===== config.mk =====
export PLATFORM = sky130hd
export DESIGN_NAME = multicycle_ctrl_flat
export DESIGN_NICKNAME = d
export VERILOG_FILES = /design/src/rtl/ctrl_pkg.sv /design/src/rtl/multicycle_ctrl_if.sv /design/src/rtl/ctrl_decode.sv /design/src/rtl/multicycle_ctrl.sv /design/src/flat_wrapper.sv
export SDC_FILE = /design/constraint.sdc
export NUM_CORES = 1
export LEC_CHECK = 0
export ABC_AREA = 1
export BUFFER_PORTS_ARGS = -buffer_cell sky130_fd_sc_hd__buf_4
export CORE_MARGIN = 3
export CORE_UTILIZATION = 54
export CTS_CLUSTER_DIAMETER = 200
export CTS_CLUSTER_SIZE = 8
export DETAILED_ROUTE_END_ITERATION = 16
export PLACE_DENSITY = 0.8
export SLEW_MARGIN = 5
export SYNTH_ARGS = -nofsm -noshare
export SYNTH_HDL_FRONTEND = slang
export SYNTH_SLANG_ARGS = --single-unit

===== constraint.sdc =====
create_clock -name clk -period 1.6 [get_ports clk]
set_clock_uncertainty 0.05 [all_clocks]
set_input_delay 0.32 -clock clk [delete_from_list [all_inputs] [get_ports clk]]
set_output_delay 0.32 -clock clk [all_outputs]
set_load 0.005 [all_outputs]

===== src/rtl/ctrl_pkg.sv =====
// ---------------------------------------------------------------------------
// ctrl_pkg
// Shared definitions for the multicycle control FSM of the 16-bit processor:
// state encodings, opcode values, ALU operation codes, ALU B-operand select
// values and the opcode class struct produced by the decoder.
// No ports (package).
// ---------------------------------------------------------------------------
package ctrl_pkg;

    // Raw 3-bit state encodings; the enum below is built on these values so
    // the debug output can be compared against plain numbers as well.
    localparam logic [2:0] S_IDLE   = 3'd0;
    localparam logic [2:0] S_FETCH  = 3'd1;
    localparam logic [2:0] S_DECODE = 3'd2;
    localparam logic [2:0] S_EXEC   = 3'd3;
    localparam logic [2:0] S_MEM    = 3'd4;
    localparam logic [2:0] S_WB     = 3'd5;
    localparam logic [2:0] S_HALT   = 3'd6;

    typedef enum logic [2:0] {
        ST_IDLE   = S_IDLE,
        ST_FETCH  = S_FETCH,
        ST_DECODE = S_DECODE,
        ST_EXEC   = S_EXEC,
        ST_MEM    = S_MEM,
        ST_WB     = S_WB,
        ST_HALT   = S_HALT
    } state_t;

    // Opcode field [15:12]; 8..E are illegal.
    localparam logic [3:0] OP_ADD  = 4'h0;
    localparam logic [3:0] OP_SUB  = 4'h1;
    localparam logic [3:0] OP_AND  = 4'h2;
    localparam logic [3:0] OP_OR   = 4'h3;
    localparam logic [3:0] OP_ADDI = 4'h4;
    localparam logic [3:0] OP_LW   = 4'h5;
    localparam logic [3:0] OP_SW   = 4'h6;
    localparam logic [3:0] OP_BEQ  = 4'h7;
    localparam logic [3:0] OP_HLT  = 4'hF;

    localparam logic [1:0] ALU_ADD = 2'b00;
    localparam logic [1:0] ALU_SUB = 2'b01;
    localparam logic [1:0] ALU_AND = 2'b10;
    localparam logic [1:0] ALU_OR  = 2'b11;

    // ALU B-operand 2:1 mux select.
    localparam logic ALU_SRC_REG = 1'b0;
    localparam logic ALU_SRC_IMM = 1'b1;

    // Exactly one bit is set for any opcode value.
    typedef struct packed {
        logic rtype;
        logic addi;
        logic lw;
        logic sw;
        logic beq;
        logic hlt;
        logic illegal;
    } op_class_t;

endpackage


===== src/rtl/multicycle_ctrl_if.sv =====
// ---------------------------------------------------------------------------
// multicycle_ctrl_if
// Bundles the controller's datapath/memory-facing signals.
//   slave  : the controller (inputs run/instr_op/mem_ready/zero, drives strobes)
//   master : the surrounding datapath / environment
// Signals: run, instr_op[3:0], mem_ready, zero (to controller);
//          pc_write, pc_src, ir_write, alu_src_b, alu_op[1:0], reg_write,
//          mem_to_reg, mem_read, mem_write, halted, fault, instr_count[CNTW-1:0],
//          dbg_state (from controller).
// Handshake: a memory access (mem_read or mem_write high) completes in the
// cycle where mem_ready is also high; the controller holds the request until
// then, and mem_ready outside FETCH/MEM is ignored.
// ---------------------------------------------------------------------------
interface multicycle_ctrl_if
    import ctrl_pkg::*;
#(
    parameter int CNTW = 16
);
    logic            run;
    logic [3:0]      instr_op;
    logic            mem_ready;
    logic            zero;
    logic            pc_write;
    logic            pc_src;
    logic            ir_write;
    logic            alu_src_b;
    logic [1:0]      alu_op;
    logic            reg_write;
    logic            mem_to_reg;
    logic            mem_read;
    logic            mem_write;
    logic            halted;
    logic            fault;
    logic [CNTW-1:0] instr_count;
    state_t          dbg_state;

    modport slave (
        input  run, instr_op, mem_ready, zero,
        output pc_write, pc_src, ir_write, alu_src_b, alu_op, reg_write,
               mem_to_reg, mem_read, mem_write, halted, fault, instr_count,
               dbg_state
    );

    modport master (
        output run, instr_op, mem_ready, zero,
        input  pc_write, pc_src, ir_write, alu_src_b, alu_op, reg_write,
               mem_to_reg, mem_read, mem_write, halted, fault, instr_count,
               dbg_state
    );

endinterface


===== src/rtl/ctrl_decode.sv =====
// ---------------------------------------------------------------------------
// ctrl_decode
// Combinational decode of the latched opcode into instruction class bits and
// the EXEC-phase ALU controls.
//   i_opcode    in  4  latched opcode
//   o_class     out    {rtype, addi, lw, sw, beq, hlt, illegal}
//   o_alu_op    out 2  ALU operation used in EXEC
//   o_alu_src_b out 1  ALU B mux select used in EXEC
// ---------------------------------------------------------------------------
module ctrl_decode
    import ctrl_pkg::*;
(
    input  logic [3:0] i_opcode,
    output op_class_t  o_class,
    output logic [1:0] o_alu_op,
    output logic       o_alu_src_b
);

    always_comb begin
        o_class     = '0;
        o_alu_op    = ALU_ADD;
        o_alu_src_b = ALU_SRC_REG;
        case (i_opcode)
            OP_ADD, OP_SUB, OP_AND, OP_OR: begin
                o_class.rtype = 1'b1;
                // R-type opcodes are numbered to match the ALU op encoding.
                o_alu_op      = i_opcode[1:0];
            end
            OP_ADDI: begin
                o_class.addi = 1'b1;
                o_alu_src_b  = ALU_SRC_IMM;
            end
            OP_LW: begin
                o_class.lw  = 1'b1;
                o_alu_src_b = ALU_SRC_IMM;
            end
            OP_SW: begin
                o_class.sw  = 1'b1;
                o_alu_src_b = ALU_SRC_IMM;
            end
            OP_BEQ: begin
                o_class.beq = 1'b1;
                o_alu_op    = ALU_SUB;
            end
            OP_HLT: o_class.hlt = 1'b1;
            default: o_class.illegal = 1'b1;
        endcase
    end

endmodule


===== src/rtl/multicycle_ctrl.sv =====
// ---------------------------------------------------------------------------
// multicycle_ctrl
// Multicycle control FSM: sequences each instruction through
// FETCH/DECODE/EXEC/MEM/WB, drives the datapath strobes, times out stalled
// memory accesses, and keeps sticky halt/fault flags plus a retire counter.
//   clk    in  1   rising-edge clock
//   reset  in  1   synchronous, active-high; strobes are forced low while high
//   bus    slave modport of multicycle_ctrl_if (see that file for signals)
// Parameters:
//   MEM_TIMEOUT  consecutive mem_ready=0 cycles in FETCH/MEM before fault
//   CNTW         retire counter width (must match the interface CNTW)
// ---------------------------------------------------------------------------
module multicycle_ctrl
    import ctrl_pkg::*;
#(
    parameter int MEM_TIMEOUT = 15,
    parameter int CNTW        = 16
)(
    input  logic              clk,
    input  logic              reset,
    multicycle_ctrl_if.slave  bus
);

    localparam int WTW = (MEM_TIMEOUT < 2) ? 1 : $clog2(MEM_TIMEOUT + 1);

    state_t          r_state;
    logic [3:0]      r_opcode;
    logic [WTW-1:0]  r_wait;
    logic [CNTW-1:0] r_instr_count;
    logic            r_halted;
    logic            r_fault;

    state_t          w_next;
    logic            w_latch;
    logic            w_retire;
    logic            w_set_fault;
    logic            w_timeout;
    op_class_t       w_class;
    logic [1:0]      w_exec_alu_op;
    logic            w_exec_alu_src_b;

    logic            w_pc_write;
    logic            w_pc_src;
    logic            w_ir_write;
    logic            w_alu_src_b;
    logic [1:0]      w_alu_op;
    logic            w_reg_write;
    logic            w_mem_to_reg;
    logic            w_mem_read;
    logic            w_mem_write;

    ctrl_decode u_decode (
        .i_opcode    (r_opcode),
        .o_class     (w_class),
        .o_alu_op    (w_exec_alu_op),
        .o_alu_src_b (w_exec_alu_src_b)
    );

    // r_wait holds the number of stall cycles already spent in this access,
    // so this cycle is the MEM_TIMEOUT-th stall when it equals MEM_TIMEOUT-1.
    assign w_timeout = (r_wait == WTW'(MEM_TIMEOUT - 1));

    // Next-state logic.
    always_comb begin
        w_next      = r_state;
        w_latch     = 1'b0;
        w_retire    = 1'b0;
        w_set_fault = 1'b0;
        case (r_state)
            ST_IDLE: begin
                if (bus.run) w_next = ST_FETCH;
            end
            ST_FETCH: begin
                if (bus.mem_ready) begin
                    w_next  = ST_DECODE;
                    w_latch = 1'b1;
                end else if (w_timeout) begin
                    w_next      = ST_HALT;
                    w_set_fault = 1'b1;
                end
            end
            ST_DECODE: begin
                if (w_class.hlt) begin
                    w_next = ST_HALT;
                end else if (w_class.illegal) begin
                    w_next      = ST_HALT;
                    w_set_fault = 1'b1;
                end else begin
                    w_next = ST_EXEC;
                end
            end
            ST_EXEC: begin
                if (w_class.rtype || w_class.addi) begin
                    w_next = ST_WB;
                end else if (w_class.lw || w_class.sw) begin
                    w_next = ST_MEM;
                end else if (w_class.beq) begin
                    w_retire = 1'b1;
                end else begin
                    // Unreachable: DECODE filters HLT/illegal before EXEC.
                    w_next      = ST_HALT;
                    w_set_fault = 1'b1;
                end
            end
            ST_MEM: begin
                if (bus.mem_ready) begin
                    if (w_class.lw) w_next = ST_WB;
                    else            w_retire = 1'b1;
                end else if (w_timeout) begin
                    w_next      = ST_HALT;
                    w_set_fault = 1'b1;
                end
            end
            ST_WB: begin
                w_retire = 1'b1;
            end
            ST_HALT: begin
                w_next = ST_HALT;
            end
            default: begin
                w_next = ST_IDLE;
            end
        endcase
        // run is only looked at between instructions.
        if (w_retire) w_next = bus.run ? ST_FETCH : ST_IDLE;
    end

    // State register and bookkeeping.
    always_ff @(posedge clk) begin
        if (reset) begin
            r_state       <= ST_IDLE;
            r_opcode      <= '0;
            r_wait        <= '0;
            r_instr_count <= '0;
            r_halted      <= 1'b0;
            r_fault       <= 1'b0;
        end else begin
            r_state <= w_next;
            if (w_latch) r_opcode <= bus.instr_op;
            // Counting only while stalled in FETCH/MEM also clears the counter
            // on entry to either state and whenever mem_ready completes.
            if ((r_state == ST_FETCH || r_state == ST_MEM) && !bus.mem_ready)
                r_wait <= r_wait + WTW'(1);
            else
                r_wait <= '0;
            if (w_retire) r_instr_count <= r_instr_count + CNTW'(1);
            if (w_next == ST_HALT) r_halted <= 1'b1;
            if (w_set_fault) r_fault <= 1'b1;
        end
    end

    // Strobe decode: Moore on state/opcode, except FETCH completion.
    always_comb begin
        w_pc_write   = 1'b0;
        w_pc_src     = 1'b0;
        w_ir_write   = 1'b0;
        w_alu_src_b  = ALU_SRC_REG;
        w_alu_op     = ALU_ADD;
        w_reg_write  = 1'b0;
        w_mem_to_reg = 1'b0;
        w_mem_read   = 1'b0;
        w_mem_write  = 1'b0;
        if (!reset) begin
            case (r_state)
                ST_FETCH: begin
                    w_mem_read = 1'b1;
                    if (bus.mem_ready) begin
                        w_ir_write = 1'b1;
                        w_pc_write = 1'b1;
                        w_pc_src   = 1'b0;
                    end
                end
                ST_EXEC: begin
                    w_alu_src_b = w_exec_alu_src_b;
                    w_alu_op    = w_exec_alu_op;
                    if (w_class.beq) begin
                        w_pc_write = bus.zero;
                        w_pc_src   = 1'b1;
                    end
                end
                ST_MEM: begin
                    w_mem_read  = w_class.lw;
                    w_mem_write = w_class.sw;
                end
                ST_WB: begin
                    w_reg_write  = 1'b1;
                    w_mem_to_reg = w_class.lw;
                end
                default: ;
            endcase
        end
    end

    assign bus.pc_write    = w_pc_write;
    assign bus.pc_src      = w_pc_src;
    assign bus.ir_write    = w_ir_write;
    assign bus.alu_src_b   = w_alu_src_b;
    assign bus.alu_op      = w_alu_op;
    assign bus.reg_write   = w_reg_write;
    assign bus.mem_to_reg  = w_mem_to_reg;
    assign bus.mem_read    = w_mem_read;
    assign bus.mem_write   = w_mem_write;
    assign bus.halted      = r_halted;
    assign bus.fault       = r_fault;
    assign bus.instr_count = r_instr_count;
    assign bus.dbg_state   = r_state;

endmodule


===== src/flat_wrapper.sv =====
// flat-port wrapper written by rule: the top's interface ports become plain ports
module multicycle_ctrl_flat import ctrl_pkg::*;
#(
    parameter int MEM_TIMEOUT = 15,
    parameter int CNTW        = 16
)
  (clk, reset, bus_run, bus_instr_op, bus_mem_ready, bus_zero, bus_pc_write, bus_pc_src, bus_ir_write, bus_alu_src_b, bus_alu_op, bus_reg_write, bus_mem_to_reg, bus_mem_read, bus_mem_write, bus_halted, bus_fault, bus_instr_count, bus_dbg_state);
  multicycle_ctrl_if #(.CNTW(CNTW)) bus_i ();
  input  logic clk;
  input  logic reset;
  input wire logic [$bits(bus_i.run)-1:0] bus_run;
  input wire logic [$bits(bus_i.instr_op)-1:0] bus_instr_op;
  input wire logic [$bits(bus_i.mem_ready)-1:0] bus_mem_ready;
  input wire logic [$bits(bus_i.zero)-1:0] bus_zero;
  output wire logic [$bits(bus_i.pc_write)-1:0] bus_pc_write;
  output wire logic [$bits(bus_i.pc_src)-1:0] bus_pc_src;
  output wire logic [$bits(bus_i.ir_write)-1:0] bus_ir_write;
  output wire logic [$bits(bus_i.alu_src_b)-1:0] bus_alu_src_b;
  output wire logic [$bits(bus_i.alu_op)-1:0] bus_alu_op;
  output wire logic [$bits(bus_i.reg_write)-1:0] bus_reg_write;
  output wire logic [$bits(bus_i.mem_to_reg)-1:0] bus_mem_to_reg;
  output wire logic [$bits(bus_i.mem_read)-1:0] bus_mem_read;
  output wire logic [$bits(bus_i.mem_write)-1:0] bus_mem_write;
  output wire logic [$bits(bus_i.halted)-1:0] bus_halted;
  output wire logic [$bits(bus_i.fault)-1:0] bus_fault;
  output wire logic [$bits(bus_i.instr_count)-1:0] bus_instr_count;
  output wire logic [$bits(bus_i.dbg_state)-1:0] bus_dbg_state;
  assign bus_i.run = bus_run;
  assign bus_i.instr_op = bus_instr_op;
  assign bus_i.mem_ready = bus_mem_ready;
  assign bus_i.zero = bus_zero;
  assign bus_pc_write = bus_i.pc_write;
  assign bus_pc_src = bus_i.pc_src;
  assign bus_ir_write = bus_i.ir_write;
  assign bus_alu_src_b = bus_i.alu_src_b;
  assign bus_alu_op = bus_i.alu_op;
  assign bus_reg_write = bus_i.reg_write;
  assign bus_mem_to_reg = bus_i.mem_to_reg;
  assign bus_mem_read = bus_i.mem_read;
  assign bus_mem_write = bus_i.mem_write;
  assign bus_halted = bus_i.halted;
  assign bus_fault = bus_i.fault;
  assign bus_instr_count = bus_i.instr_count;
  assign bus_dbg_state = bus_i.dbg_state;
  multicycle_ctrl #(.MEM_TIMEOUT(MEM_TIMEOUT), .CNTW(CNTW)) u_core (.clk(clk), .reset(reset), .bus(bus_i));
endmodule

==> impl_metrics.env <==
export IMPL_final_nets=363
export IMPL_grt_pass1_wl_mm=9.16
export IMPL_syn_area_per_cell_um2=6.50
export IMPL_die_area_um2=4060
export IMPL_clockBufferDepth=2
export IMPL_failed_checks="negative setup slack"
export IMPL_path_common_cell="nor2_4"
export IMPL_portBuffers=39
export IMPL_initial_core_util_pct=57.5
export IMPL_synth_area_leaders="dfxtp_1 (32%), nand2_1 (14%), nor2_1 (7.7%)"
export IMPL_max_stage_delay_ns=0.39
export IMPL_synthCells=277
export IMPL_final_area_um2=2650
export IMPL_mostFrequentLayoutCells="buf_4 (67), nand2_1 (60), nor2_1 (28), inv_1 (25), dfxtp_1 (24)"
export IMPL_post_dp_cell_area_um2=2240
export IMPL_worstSetupPathType="flop to output port"
export IMPL_min_period_ns=1.86
export IMPL_syn_nets=289
export IMPL_cts_made_buffers=5
export IMPL_tns_ns=-3.12
export IMPL_grt_usage_pct=28.5
export IMPL_total_power_w=0.00266
export IMPL_wl_mm=6.45
export IMPL_fill_cells=186
export IMPL_p_leak_nw=1.14
export IMPL_p_per_area_nw_per_um2=1000
export IMPL_grt_pass1_vias=2011
export IMPL_cp_required_ns=1.23
export IMPL_worst_slack_ns=-0.260
export IMPL_drc=0
export IMPL_ys_seq_elements=29
export IMPL_post_route_period_util_pct=116
export IMPL_insertion_delay_ns=0.35
export IMPL_drt_first_iter_violations=229
export IMPL_cp_start_kind="flop"
export IMPL_via_count=2257
export IMPL_crit_family="simple AND/OR/NAND/NOR gates"
export IMPL_yosys_area_top_type_share_pct=32.3
export IMPL_die_width_um=63.7
export IMPL_area_delta_synth_final_pct=47.4
export IMPL_crit_buf_inv=2
export IMPL_whs_path_depth=3
export IMPL_drv_slew=0
export IMPL_rsz0062_at_grt="true"
export IMPL_ir_worst_vdd_v=0.000783
export IMPL_root_buffer="clkbuf_4"
export IMPL_status="complete, but fails checks"
export IMPL_vias_per_cell=5.71
export IMPL_ys_warnings_count=0
export IMPL_cp_arrival_ns=1.49
export IMPL_wire_per_inst_um=16.3
export IMPL_core_area_um2=3130
export IMPL_synth_area_leader_cell="dfxtp_1"
export IMPL_clock_sinks=29
export IMPL_cp_depth=7
export IMPL_synth_cell_types=29
export IMPL_gp_congestion=0.991
export IMPL_synth_seq_area_share_pct=32.3
export IMPL_end_kind="output port"
export IMPL_worstMarginPinSlew_ns=0.338
export IMPL_cp_cell_sequence="buf_6, nor2_4, nand2_4, nor2_4, nor2_2, nor2_1, buf_4"
export IMPL_syn_area_um2=1800
export IMPL_cts_tree="built"
export IMPL_antenna_found_initial=0
export IMPL_drive_gt1_share_pct=41.9
export IMPL_path_clk_slew_ns=0.11
export IMPL_slew_headroom_pct=77.3
export IMPL_dr_pass1_iters=5
export IMPL_fp_row_count=20
export IMPL_place_ws_ns=-0.0221
export IMPL_die_h_um=63.7
export IMPL_min_delay_path_class="input port to flop"
export IMPL_hold_viol_final=0
export IMPL_max_clock_freq_ghz=0.538
export IMPL_drt_antenna_violating_nets=0
export IMPL_post_dp_hpwl_mm=3.71
export IMPL_gr_total_overflow=0
export IMPL_cts_hold_buf=0
export IMPL_cts_max_level=2
export IMPL_r2r_cells=12
export IMPL_max_cap_violations=0
export IMPL_antenna_cells=0
export IMPL_mostFrequentLayoutCell="buf_4"
export IMPL_grt_max_degree=19
export IMPL_num_io_pins=40
export IMPL_worstPathMaxFanout=4
export IMPL_setup_viol=29
export IMPL_crit_slowest_cell="dfxtp_4"
## cells by family after synthesis
kind of cell    after synthesis  share of synthesized area [%]
fa+ha+maj                     3                           2.09
xor+xnor                      7                           3.41
flops                        29                           32.3
buf+inv                      40                           9.74
simple gates                162                           40.8
compound gates               36                           11.7
## worst paths after layout
check | to | slack (ns) | start
worst max-delay path | bus_mem_read | -0.26 | u_core.bus.dbg_state[0]
worst min-delay path | u_core.r_opcode[3] | 0.18 | bus_instr_op[3]
worst max register to register | u_core.bus.instr_count[2] | -0.11 | u_core.r_opcode[1]
worst min register to register | u_core.r_wait[0] | 0.42 | u_core.r_wait[0]
## worst min-delay path, stage by stage
cell	delay [ns]
buf_4	0.08
o21ai_2	0.05
a21oi_1	0.10
## cells in the mapped netlist (all sizes together)
master and number:
dfxtp 29, xor2 4, clkinv 1, nand2 76, nand4 6, clkbuf 1
nor2 41, a2111oi 1, a21oi 23, nand3 25, nor3 14, o21ai 10
buf 5, ha 3, a31oi 1, o21bai 1, xnor2 3, inv 33
## final cells by class
cell class | count | area, um^2 | share of cell area [%]
Multi-Input combinational cell | 208 | 1240 | 46.7
Sequential cell | 29 | 592 | 22.3
Clock buffer | 7 | 55.1 | 2.08
Tap cell | 44 | 55.1 | 2.08
Inverter | 34 | 140 | 5.29
Timing Repair Buffer | 73 | 571 | 21.5
## registers in the layout, indices dropped and copies added (netlist names)
signal                  flops
u_core.bus.dbg_state        3
u_core.bus.fault            1
u_core.bus.halted           1
u_core.bus.instr_count     16
u_core.r_opcode             4
u_core.r_wait               4
## report_power, final
group	internal, W	switching (W)
registers	0.000810	0.0000996
logic	0.000546	0.000725
clock network	0.000207	0.000270
## through the flow
stage / cells / util [%] / hold WS (ns)
after CTS: 388 / 78.1 / 0.213
after global placement: 373 / 71.8 / 0.393
after detailed placement: 373 / 71.8 / 0.404
after floorplan: 277 / - / 0.380
after global routing: 395 / 84.8 / 0.199
final: 395 / 84.8 / 0.184
## layer usage
layer	track usage (%)	part of all wire [%]	vias to the layer above	wire (um)
li1	-	-	1037	-
met1	37.0	39	1044	2530
met2	43.9	46	136	2990
met3	6.60	8.3	40	532
met4	14.0	6.0	0	388
met5	0	0	-	0
## timing repair
| action | 4_1_cts | 5_1_grt |
|---|---|---|
| hold endpoints to repair | 0 | 0 |
| resized for setup | 29 | 44 |
| setup buffers | 8 | 8 |
| pin swaps | 12 | 19 |
| endpoints found under the setup margin | 16 | 35 |
No activity file was read; power rests on OpenSTA's default activity.
